## config.mk

```make
export PLATFORM = sky130hd
export DESIGN_NAME = uart_boot_loader_flat
export DESIGN_NICKNAME = d
export VERILOG_FILES = /design/src/rtl/uart_boot_loader_pkg.sv /design/src/rtl/uart_boot_loader_if.sv /design/src/rtl/uart_boot_loader_rx.sv /design/src/rtl/uart_boot_loader.sv /design/src/flat_wrapper.sv
export SDC_FILE = /design/constraint.sdc
export NUM_CORES = 1
export LEC_CHECK = 0
export BUFFER_PORTS_ARGS = -buffer_cell sky130_fd_sc_hd__buf_2
export CAP_MARGIN = 25
export CORE_MARGIN = 4
export CORE_UTILIZATION = 58
export DETAILED_ROUTE_END_ITERATION = 8
export PLACE_DENSITY = 0.92
export SLEW_MARGIN = 20
export SYNTH_ARGS = -nofsm -noshare
export SYNTH_HDL_FRONTEND = slang
export SYNTH_SLANG_ARGS = --single-unit
```

## constraint.sdc

```tcl
create_clock -name clk_i -period 8.1 [get_ports clk_i]
set_clock_uncertainty 0.2 [all_clocks]
set_input_delay 0.405 -clock clk_i [delete_from_list [all_inputs] [get_ports clk_i]]
set_output_delay 0.405 -clock clk_i [all_outputs]
set_load 0.01 [all_outputs]
```

## src/rtl/uart_boot_loader_pkg.sv

```systemverilog
// uart_boot_pkg: shared constants for the UART boot loader slice.
// Latency: n/a (declarations only). Backpressure: n/a.
// Contents: FSM state encodings, sync byte, bytes per memory word.
package uart_boot_pkg;

  typedef logic [2:0] state_t;

  // Kept as plain constants so the encoding stays stable across tools.
  localparam state_t IDLE   = 3'd0;
  localparam state_t CNT_LO = 3'd1;
  localparam state_t CNT_HI = 3'd2;
  localparam state_t DATA   = 3'd3;
  localparam state_t WRITE  = 3'd4;
  localparam state_t CHK    = 3'd5;
  localparam state_t RUN    = 3'd6;
  localparam state_t ERROR  = 3'd7;

  localparam logic [7:0] SYNC_BYTE  = 8'hA5;
  localparam int         WORD_BYTES = 4;

endpackage

```

## src/rtl/uart_boot_loader_if.sv

```systemverilog
// uart_boot_loader_if: one data-memory write port (address, data, byte mask).
// Latency: none, plain wires. Backpressure: none, a write is taken when wMask != 0.
// Modports: master drives the port, slave observes it.
interface uart_boot_loader_if;
  logic [31:0] wAddr;
  logic [31:0] wData;
  logic [3:0]  wMask;

  modport master (output wAddr, output wData, output wMask);
  modport slave  (input  wAddr, input  wData, input  wMask);
endinterface

```

## src/rtl/uart_boot_loader_rx.sv

```systemverilog
// uart_rx_byte: 8N1 UART receiver with 2-flop synchronizer and mid-bit sampling.
// Latency: byte_valid_o/frame_err_o pulse ~3 cycles after the stop bit's mid-point sample time.
// Backpressure: none; each pulse lasts one cycle and must be consumed then.
// Ports: clk_i, reset_i (async active-low), rxd_i (idle high) -> byte_o, byte_valid_o, frame_err_o.
module uart_rx_byte
  import uart_boot_pkg::*;
#(
  parameter int CLKS_PER_BIT = 26
) (
  input  logic       clk_i,
  input  logic       reset_i,
  input  logic       rxd_i,
  output logic [7:0] byte_o,
  output logic       byte_valid_o,
  output logic       frame_err_o
);

  localparam int            CW        = $clog2(CLKS_PER_BIT);
  localparam logic [CW-1:0] HALF_LAST = CW'(CLKS_PER_BIT / 2 - 1);
  localparam logic [CW-1:0] BIT_LAST  = CW'(CLKS_PER_BIT - 1);

  localparam logic [1:0] HUNT  = 2'd0;
  localparam logic [1:0] START = 2'd1;
  localparam logic [1:0] BITS  = 2'd2;
  localparam logic [1:0] STOP  = 2'd3;

  logic          rxMeta, rxSync, rxPrev;
  logic [1:0]    phase;
  logic [CW-1:0] cnt;
  logic [2:0]    bitIdx;
  logic [7:0]    shiftReg;

  assign byte_o = shiftReg;

  always_ff @(posedge clk_i or negedge reset_i) begin
    if (!reset_i) begin
      rxMeta       <= 1'b1;
      rxSync       <= 1'b1;
      rxPrev       <= 1'b1;
      phase        <= HUNT;
      cnt          <= '0;
      bitIdx       <= '0;
      shiftReg     <= '0;
      byte_valid_o <= 1'b0;
      frame_err_o  <= 1'b0;
    end else begin
      rxMeta       <= rxd_i;
      rxSync       <= rxMeta;
      rxPrev       <= rxSync;
      byte_valid_o <= 1'b0;
      frame_err_o  <= 1'b0;
      case (phase)
        HUNT: begin
          if (rxPrev && !rxSync) begin
            phase <= START;
            cnt   <= '0;
          end
        end
        START: begin
          // A line that is high again at half a bit was only a glitch.
          if (cnt == HALF_LAST) begin
            cnt    <= '0;
            bitIdx <= '0;
            phase  <= rxSync ? HUNT : BITS;
          end else begin
            cnt <= cnt + CW'(1);
          end
        end
        BITS: begin
          if (cnt == BIT_LAST) begin
            cnt      <= '0;
            shiftReg <= {rxSync, shiftReg[7:1]};
            bitIdx   <= bitIdx + 3'd1;
            if (bitIdx == 3'd7) phase <= STOP;
          end else begin
            cnt <= cnt + CW'(1);
          end
        end
        default: begin
          // Back to hunting from mid-stop so the next start edge is not missed.
          if (cnt == BIT_LAST) begin
            cnt   <= '0;
            phase <= HUNT;
            if (rxSync) byte_valid_o <= 1'b1;
            else        frame_err_o  <= 1'b1;
          end else begin
            cnt <= cnt + CW'(1);
          end
        end
      endcase
    end
  end

endmodule

```

## src/rtl/uart_boot_loader.sv

```systemverilog
// uart_boot_loader: holds the CPU in reset, loads a word image from UART into memory, then hands over.
// Latency: each word is written 1 cycle after its 4th byte; cpu_reset_o rises 1 cycle after RUN.
// Backpressure: none; the UART cannot be stalled and CPU writes are dropped until RUN.
// Ports: clk_i, reset_i (async active-low), rxd_i; cpu (slave write port), mem (master write port);
//        cpu_reset_o, busy_o, error_o, words_loaded_o.
// Build option: define UART_BOOT_CHECKSUM_EN to require a trailing XOR checksum byte.
module uart_boot_loader
  import uart_boot_pkg::*;
#(
  parameter int          CLKS_PER_BIT = 26,
  parameter logic [31:0] BASE_ADDR    = 32'h0000_0000,
  parameter int          MAX_WORDS    = 1536,
  parameter int          BOOT_TIMEOUT = 2_000_000
) (
  input  logic                       clk_i,
  input  logic                       reset_i,
  input  logic                       rxd_i,
  uart_boot_loader_if.slave          cpu,
  uart_boot_loader_if.master         mem,
  output logic                       cpu_reset_o,
  output logic                       busy_o,
  output logic                       error_o,
  output logic [15:0]                words_loaded_o
);

  localparam logic [31:0] TIMEOUT_LAST = 32'(BOOT_TIMEOUT - 1);

`ifdef UART_BOOT_CHECKSUM_EN
  localparam state_t LOAD_DONE = CHK;
  logic [7:0] csum;
`else
  localparam state_t LOAD_DONE = RUN;
`endif

  state_t      state;
  logic [15:0] count;
  logic [15:0] wordsLoaded;
  logic [31:0] wordSr;
  logic [1:0]  byteIdx;
  logic [31:0] timer;
  logic        cpuResetQ;
  logic [7:0]  rxByte;
  logic        rxValid, rxFrameErr;
  logic [15:0] cntFull;

  uart_rx_byte #(.CLKS_PER_BIT(CLKS_PER_BIT)) uRx (
    .clk_i        (clk_i),
    .reset_i      (reset_i),
    .rxd_i        (rxd_i),
    .byte_o       (rxByte),
    .byte_valid_o (rxValid),
    .frame_err_o  (rxFrameErr)
  );

  assign cntFull = {rxByte, count[7:0]};

  always_ff @(posedge clk_i or negedge reset_i) begin
    if (!reset_i) begin
      state       <= IDLE;
      count       <= '0;
      wordsLoaded <= '0;
      wordSr      <= '0;
      byteIdx     <= '0;
      timer       <= '0;
      cpuResetQ   <= 1'b0;
`ifdef UART_BOOT_CHECKSUM_EN
      csum        <= '0;
`endif
    end else begin
      cpuResetQ <= (state == RUN);
      if (rxFrameErr && state != IDLE && state != RUN) begin
        state <= ERROR;
      end else begin
        case (state)
          IDLE: begin
            if (rxValid && rxByte == SYNC_BYTE) state <= CNT_LO;
            else if (timer == TIMEOUT_LAST)     state <= RUN;
            else                                timer <= timer + 32'd1;
          end
          CNT_LO: begin
            if (rxValid) begin
              count[7:0] <= rxByte;
              state      <= CNT_HI;
            end
          end
          CNT_HI: begin
            if (rxValid) begin
              count[15:8] <= rxByte;
              byteIdx     <= '0;
              if (cntFull == 16'd0)                   state <= LOAD_DONE;
              else if (cntFull > 16'(MAX_WORDS))      state <= ERROR;
              else                                    state <= DATA;
            end
          end
          DATA: begin
            if (rxValid) begin
              // Little-endian: first byte ends up in bits [7:0].
              wordSr  <= {rxByte, wordSr[31:8]};
              byteIdx <= byteIdx + 2'd1;
`ifdef UART_BOOT_CHECKSUM_EN
              csum    <= csum ^ rxByte;
`endif
              if (byteIdx == 2'(WORD_BYTES - 1)) state <= WRITE;
            end
          end
          WRITE: begin
            wordsLoaded <= wordsLoaded + 16'd1;
            state       <= (wordsLoaded + 16'd1 == count) ? LOAD_DONE : DATA;
          end
`ifdef UART_BOOT_CHECKSUM_EN
          CHK: begin
            if (rxValid) state <= (rxByte == csum) ? RUN : ERROR;
          end
`endif
          default: ;  // RUN and ERROR hold until reset
        endcase
      end
    end
  end

  // Write-port mux: loader owns the port in WRITE, CPU owns it in RUN, idle otherwise.
  always_comb begin
    mem.wAddr = '0;
    mem.wData = '0;
    mem.wMask = '0;
    if (state == WRITE) begin
      mem.wAddr = BASE_ADDR + 32'(wordsLoaded) * 32'(WORD_BYTES);
      mem.wData = wordSr;
      mem.wMask = 4'b1111;
    end else if (state == RUN) begin
      mem.wAddr = cpu.wAddr;
      mem.wData = cpu.wData;
      mem.wMask = cpu.wMask;
    end
  end

  assign cpu_reset_o    = cpuResetQ;
  assign busy_o         = (state inside {CNT_LO, CNT_HI, DATA, WRITE, CHK});
  assign error_o        = (state == ERROR);
  assign words_loaded_o = wordsLoaded;

endmodule
```

## src/flat_wrapper.sv

```systemverilog
// flat-port wrapper written by rule: the top's interface ports become plain ports
module uart_boot_loader_flat import uart_boot_pkg::*;
#(
  parameter int          CLKS_PER_BIT = 26,
  parameter logic [31:0] BASE_ADDR    = 32'h0000_0000,
  parameter int          MAX_WORDS    = 1536,
  parameter int          BOOT_TIMEOUT = 2_000_000
)
  (clk_i, reset_i, rxd_i, cpu_reset_o, busy_o, error_o, words_loaded_o, cpu_wAddr, cpu_wData, cpu_wMask, mem_wAddr, mem_wData, mem_wMask);
  uart_boot_loader_if cpu_i ();
  uart_boot_loader_if mem_i ();
  input  logic clk_i;
  input  logic reset_i;
  input  logic rxd_i;
  output logic cpu_reset_o;
  output logic busy_o;
  output logic error_o;
  output logic [15:0] words_loaded_o;
  input wire logic [$bits(cpu_i.wAddr)-1:0] cpu_wAddr;
  input wire logic [$bits(cpu_i.wData)-1:0] cpu_wData;
  input wire logic [$bits(cpu_i.wMask)-1:0] cpu_wMask;
  output wire logic [$bits(mem_i.wAddr)-1:0] mem_wAddr;
  output wire logic [$bits(mem_i.wData)-1:0] mem_wData;
  output wire logic [$bits(mem_i.wMask)-1:0] mem_wMask;
  assign cpu_i.wAddr = cpu_wAddr;
  assign cpu_i.wData = cpu_wData;
  assign cpu_i.wMask = cpu_wMask;
  assign mem_wAddr = mem_i.wAddr;
  assign mem_wData = mem_i.wData;
  assign mem_wMask = mem_i.wMask;
  uart_boot_loader #(.CLKS_PER_BIT(CLKS_PER_BIT), .BASE_ADDR(BASE_ADDR), .MAX_WORDS(MAX_WORDS), .BOOT_TIMEOUT(BOOT_TIMEOUT)) u_core (.clk_i(clk_i), .reset_i(reset_i), .rxd_i(rxd_i), .cpu(cpu_i), .mem(mem_i), .cpu_reset_o(cpu_reset_o), .busy_o(busy_o), .error_o(error_o), .words_loaded_o(words_loaded_o));
endmodule
```

### Yosys cells after proc, flatten, opt, wreduce, memory -nomap -nowiden

Cells that the tools add are included.

* bitwise logic cells: 3
* multiplexer cells: 40
* add/sub/neg operators: 5
* reductions and logical operators: 25
* order comparisons: 1
* eq/ne operators: 28

Operators with widths (count)
* 32-bit 2-to-1 mux: 4
* 3-bit 2-to-1 mux: 12
* 32-bit by 1-bit adder with 32-bit output (second input constant): 1
* 32-bit by 21-bit == test with 1-bit output (second input constant): 1
* 16-bit by 1-bit adder with 16-bit output (second input constant): 1
* 16-bit == test: 1
* 16-bit by 11-bit > comparator with 1-bit output (second input constant): 1
* 16-bit logical NOT: 1
* 2-bit 2-to-1 mux: 8
* 3-bit == test (second input constant): 5
* 5-bit 2-to-1 mux: 3
* 3-bit case mux with 5 select lines: 1
* 2-bit inequality test (second input constant): 6
* 3-bit AND reduction: 4
* 5-bit case mux with 2 select lines: 1
* 3-bit by 2-bit inequality test with 1-bit output (second input constant): 3
* 8-bit == test (second input constant): 1
* 4-bit 2-to-1 mux: 2
* 4-bit AND reduction: 2
* 3-bit by 2-bit == test with 1-bit output (second input constant): 2
* 1-bit 2-to-1 mux: 6
* 2-bit case mux with 3 select lines: 1
* 3-bit case mux with 2 select lines: 1
* 6-bit AND reduction: 1
* other kinds (24): 33

* bits of input ports: 71
* register bits after elaboration: 125
* output and inout bits: 87

### Logic depth before layout (Yosys ltp)

* depth in word-level cells: 6
* mapped depth: 8
* mapped depth without buffers: 8

### By module

From an unflattened synthesis, not the netlist that was laid out.

* cells, all modules: 629
* area, all modules: 6846.6 sq um

By module, submodules not included
* uart_boot_loader: times used 1, cells each 545, area an instance 5736.8 sq um, sequential area each 2552.4 sq um
* uart_rx_byte: times used 1, cells each 84, area an instance 1109.8 sq um, sequential area each 579.3 sq um

### Least setup slack after synthesis

OpenSTA, ideal clock, no wires.

* path kind: flip-flop to flip-flop
* start: register u_core.timer[16]
* end: register u_core.timer[7]
* data required time: 7.768 ns
* buffers on the path: 1
* path slack: 5.444 ns
* arrival time: 2.325 ns
* stages on the path, launching flop included: 8
* cell sequence: dfrtp_1 > or4b_1 > or4_4 > nor4_4 > or2_0 > buf_2 > nor3_1 > xor2_1

* cells in the longest elaborated chain, start to end: 3

Ends and longest elaborated chain
* start, declared: line uart_boot_loader.sv:40 `logic [31:0] timer;`
* start signal, assigned: line uart_boot_loader.sv:78 `else timer <= timer + 32'd1;`
* 32-bit by 21-bit == test with 1-bit output: line uart_boot_loader.sv:77 `else if (timer == TIMEOUT_LAST) state <= RUN;`
* 1-bit inverter (no line)
* 4-bit AND reduction (no line)

No other way between the ends.
A chain may end at the register's enable or synchronous reset.

### Worst setup path in the final report

* start: register u_core.state[1]
* end: output port mem_wData[26]

* cells in the longest elaborated chain, start to end: 3
* elaborated cells on any way between the ends: 4

Ends and longest elaborated chain
* start, declared: line uart_boot_loader.sv:35 `state_t state;`
* start signal, assigned: line uart_boot_loader.sv:108 `state <= (wordsLoaded + 16'd1 == count) ? LOAD_DONE : DATA;`
* 3-bit == test: line uart_boot_loader.sv:130 `end else if (state == RUN) begin`
* 32-bit 2-to-1 mux: line uart_boot_loader.sv:130
* 32-bit 2-to-1 mux *: line uart_boot_loader.sv:126 `if (state == WRITE) begin`
* end, declared: line flat_wrapper.sv:23 `output wire logic [$bits(mem_i.wData)-1:0] mem_wData;`

Every way passes the cells marked *; elsewhere a longest branch is shown, timed or not.

==> implementation parameters <==
Parameter                              Value

Place
  Hpwl dp ... 11,000 um
  Post-Place Cell Area ... 7450 sq um
  RePlAce Congestion ... 0.877
  Number of buffers inserted by port buffering ... 157

GRT
  Global-route congestion overflow total ... 0
  Number of antenna violations at the first check in global routing ... 0
  Number of global-route vias before repair ... 5,469
  Wire length of the first global-routing pass ... 26,900 um
  Maximum number of pins on one net before global-route repair ... 82
  Global Route Usage Sum ... 25.8%

Power and ir drop
  Post-route total power ... 1460 uW
  Ratio of total power to cell area ... 181 nW/um^2
  Pleak ... 0.00422 uW
  Largest vdd supply drop ... 149 uV

Setup path
  CP Capture Type ... primary output
  Launching element type of the critical path ... register
  Largest driver fanout on the critical path ... 53
  Slack of the worst reg-to-reg path ... 5.08 ns
  Worst path buffer plus inverter count ... 1
  Arrival time worst endpoint ... 3.06 ns
  Startpoint of the worst-slack reg-to-reg timing path ... u_core.state[2]
  Category of the critical setup timing path ... register to primary output
  Family with the most delay on the worst path ... simple AND/OR/NAND/NOR gates
  Master of the slowest instance on the critical path ... sky130_fd_sc_hd__and2_2
  Longest individual stage delay on the worst path ... 0.89 ns
  Crit path cell chain ... nor2b_1 -> and2_2 -> a22o_1 -> buf_2
  Depth of the worst register-to-register path ... 5
  Required arrival time at the worst endpoint ... 7.50 ns
  End of the worst register-to-register path ... u_core.timer[18]

Timing
  Highest Clock Rate ... 273 MHz
  Worst slew margin ... 28.2%
  Setup repair after global routing missed its margin ... no
  Final Cycle Share ... 45.3%
  Sum of negative setup slack ... 0 ns
  Final count of negative-setup-slack endpoints ... 0
  Post-layout min period ... 3.67 ns
  Max Transition Viols Final ... 0
  Number of failing hold endpoints at the final stage ... 0
  Least-Margin Pin Slew ... 1.07 ns

Drt
  Remaining routing DRC violations ... 0
  Number of detailed-routing iterations run before antenna repair ... 5
  Routed wire length per instance ... 17.1 um
  Via density per instance ... 5.97
  Antenna Violating Nets Remaining ... 0
  Iteration-0 DRC count of the detailed router ... 417
  Total length of routed wires ... 16,700 um
  Total number of vias ... 5,853

Hold path
  Type of the tightest min-delay check ... register to register
  Hold path endpoint ... u_core.uRx.rxSync
  Worst min-delay path startpoint ... u_core.uRx.rxMeta
  Hold Crit Depth ... 0

Clocking
  Clk Tree Root Cell ... sky130_fd_sc_hd__clkbuf_16
  CTS clk-pin slew, worst paths ... 0.06 ns
  Clock sink count ... 125
  Total setup buffers inserted after CTS ... 0
  CTS Buf Count ... 17
  TritonCTS clock tree ... yes
  Maximum clock path buffer count ... 2
  Source-to-sink clock delay at the later pin of the worst-skew pair ... 0.42 ns
  CTS H-Tree Depth ... 4

Logic synthesis
  Async SR Flop Fraction ... 100%
  Cell area after synthesis ... 6580 sq um
  Cell types with the largest area share after synthesis ... sky130_fd_sc_hd__dfrtp_1, sky130_fd_sc_hd__nand2_1, sky130_fd_sc_hd__xnor2_1, sky130_fd_sc_hd__a22o_1, sky130_fd_sc_hd__mux2_2
  Mapped Cells ... 687
  Leading cell type by number of instances after synthesis ... sky130_fd_sc_hd__nand2_1
  Avg Inst Size Synth ... 9.58 sq um
  Number of synthesized flops with an enable pin ... 0
  Share of the synthesized area in the top cell type ... 46.4%
  Flip-flop and latch count after synthesis ... 125
  Cell type contributing the most total cell area after synthesis ... sky130_fd_sc_hd__dfrtp_1
  Netlist cell types ... 55
  Proportion of synthesized chip area in sequential cells ... 47.6%
  Number of nets in the synthesized netlist ... 766
  Synth Flop Type ... sky130_fd_sc_hd__dfrtp_1
  Yosys Warn Count ... 0
  Top cell types by occurrence after synthesis ... sky130_fd_sc_hd__nand2_1, sky130_fd_sc_hd__dfrtp_1, sky130_fd_sc_hd__xnor2_1, sky130_fd_sc_hd__a22o_1, sky130_fd_sc_hd__clkbuf_1

Layout
  Fraction of layout instances using a drive strength above 1 ... 27.3%
  Nets ... 907
  Cell area after layout ... 8070 sq um
  Count of inserted antenna diode cells ... 0
  Relative area change from synthesis to final layout ... 22.7%

Die
  Y dimension of the die ... 115 um
  Die Span X ... 115 um
  Die area ... 13,100 sq um
  Initial cell density of the core ... 59.9%
  Core area ... 11,000 sq um
  Number of cell rows ... 38
  I/O pins ... 158

Run
  Number of maximum-capacitance constraint violations ... 0

Run status
  Status ... complete, no violations
==> worst reg2reg max path, stage by stage (launching register included) <==
cell and delay, ns:
sky130_fd_sc_hd__dfrtp_1 0.69, sky130_fd_sc_hd__nor3_1 0.37, sky130_fd_sc_hd__nand2b_1 0.29, sky130_fd_sc_hd__nor4_1 0.98
sky130_fd_sc_hd__nand3_1 0.22, sky130_fd_sc_hd__xnor2_1 0.18
==> layer usage <==
metal | part of all wire (%) | track usage (%) | vias up | wire length [um]
met5 | 0 | 0 | - | 0
met4 | 3.0 | 10.8 | 0 | 503
met3 | 8.5 | 4.97 | 57 | 1420
met2 | 50 | 42.9 | 309 | 8310
met1 | 39 | 32.9 | 2775 | 6510
li1 | - | - | 2712 | -
==> cell families (layout without fill, tap and decap cells) <==
kind of cell,after synthesis,in the layout,share of synthesized area (%)
adder cells (fa/ha/maj),9,9,1.67
AO/OA/AOI/OAI,99,99,11.2
buffers and inverters,58,212,3.33
multiplexers,26,26,4.43
AND/OR/NAND/NOR,303,303,22.8
XOR/XNOR,67,67,8.92
flip-flops,125,125,47.6
==> sequential cells by signal, summed over array words and instances, names as in the netlist <==
name / cells
u_core.count: 16
u_core.byteIdx: 2
u_core.uRx.phase: 2
u_core.uRx.rxSync: 1
u_core.state: 3
u_core.timer: 32
u_core.uRx.byte_o: 8
u_core.cpu_reset_o: 1
u_core.words_loaded_o: 16
u_core.wordSr: 32
u_core.uRx.frame_err_o: 1
u_core.uRx.cnt: 5
u_core.uRx.byte_valid_o: 1
u_core.uRx.rxMeta: 1
u_core.uRx.bitIdx: 3
u_core.uRx.rxPrev: 1
==> worst max path at each step <==
stage	end	cells past startpoint	start	slack, ns
2_1_floorplan	u_core.timer[7]	7	u_core.timer[16]	5.44
3_3_place_gp	mem_wAddr[7]	5	u_core.state[1]	4.94
3_5_place_dp	mem_wAddr[7]	5	u_core.state[1]	4.88
4_1_cts	mem_wData[26]	4	u_core.state[1]	4.44
5_1_grt	mem_wAddr[7]	5	u_core.state[1]	4.11
6_report	mem_wData[26]	4	u_core.state[1]	4.43
==> placed cells by master, fill, tap and decap left out, drive strengths merged, types with 5 or more instances in the layout <==
| cell type | synthesis | final |
|---|---|---|
| o21ai | 16 | 16 |
| nand4 | 15 | 15 |
| clkbuf | 39 | 17 |
| inv | 16 | 21 |
| nand3 | 24 | 24 |
| mux2 | 25 | 25 |
| nand2b | 7 | 7 |
| a22o | 46 | 46 |
| xor2 | 18 | 18 |
| nor3 | 17 | 17 |
| ha | 8 | 8 |
| nor2 | 20 | 20 |
| dfrtp | 122 | 122 |
| xnor2 | 49 | 49 |
| buf | 3 | 162 |
| a21oi | 11 | 11 |
| or3 | 6 | 6 |
| clkinv | 0 | 5 |
| and3 | 24 | 24 |
| o22ai | 5 | 5 |
| nor2b | 5 | 5 |
| and4 | 6 | 6 |
| nor4 | 13 | 13 |
| nand2 | 148 | 148 |
==> report_power, final <==
| group | internal (uW) | total, uW | switching, uW | leakage, uW |
|---|---|---|---|---|
| combinational | 36.8 | 85.4 | 48.6 | 0.00224 |
| clock | 425 | 714 | 290 | 0.000267 |
| sequential | 640 | 662 | 21.7 | 0.00171 |
| total | 1100 | 1460 | 360 | 0.00422 |
==> timing repair <==
| item | in CTS | in global routing |
|---|---|---|
| hold endpoints to repair | 42 | 0 |
| resized for setup | 0 | 0 |
| hold buffers | 2 | 0 |
| endpoints found under the setup margin | 0 | 0 |
==> through the flow <==
stage / cells / hold WS, ns / util, % / worst slack (ns)
after floorplan: 687 / -0.0906 / - / 5.44
after global placement: 945 / 0.147 / 67.6 / 4.94
after detailed placement: 946 / 0.147 / 67.8 / 4.88
after CTS: 980 / 0.155 / 73.1 / 4.44
after global routing: 981 / 0.164 / 73.5 / 4.11
final: 981 / 0.155 / 73.5 / 4.43
==> layout make-up <==
type / instances / area [sq um]
multi-input cells: 504 / 3260
flip-flops and latches: 125 / 3130
fillers: 721 / 2910
repair buffers: 164 / 886
clock buffers: 17 / 425
well taps: 140 / 175
clock inverters: 15 / 136
inverters: 16 / 60.1
(Power assumes the default switching activity.)
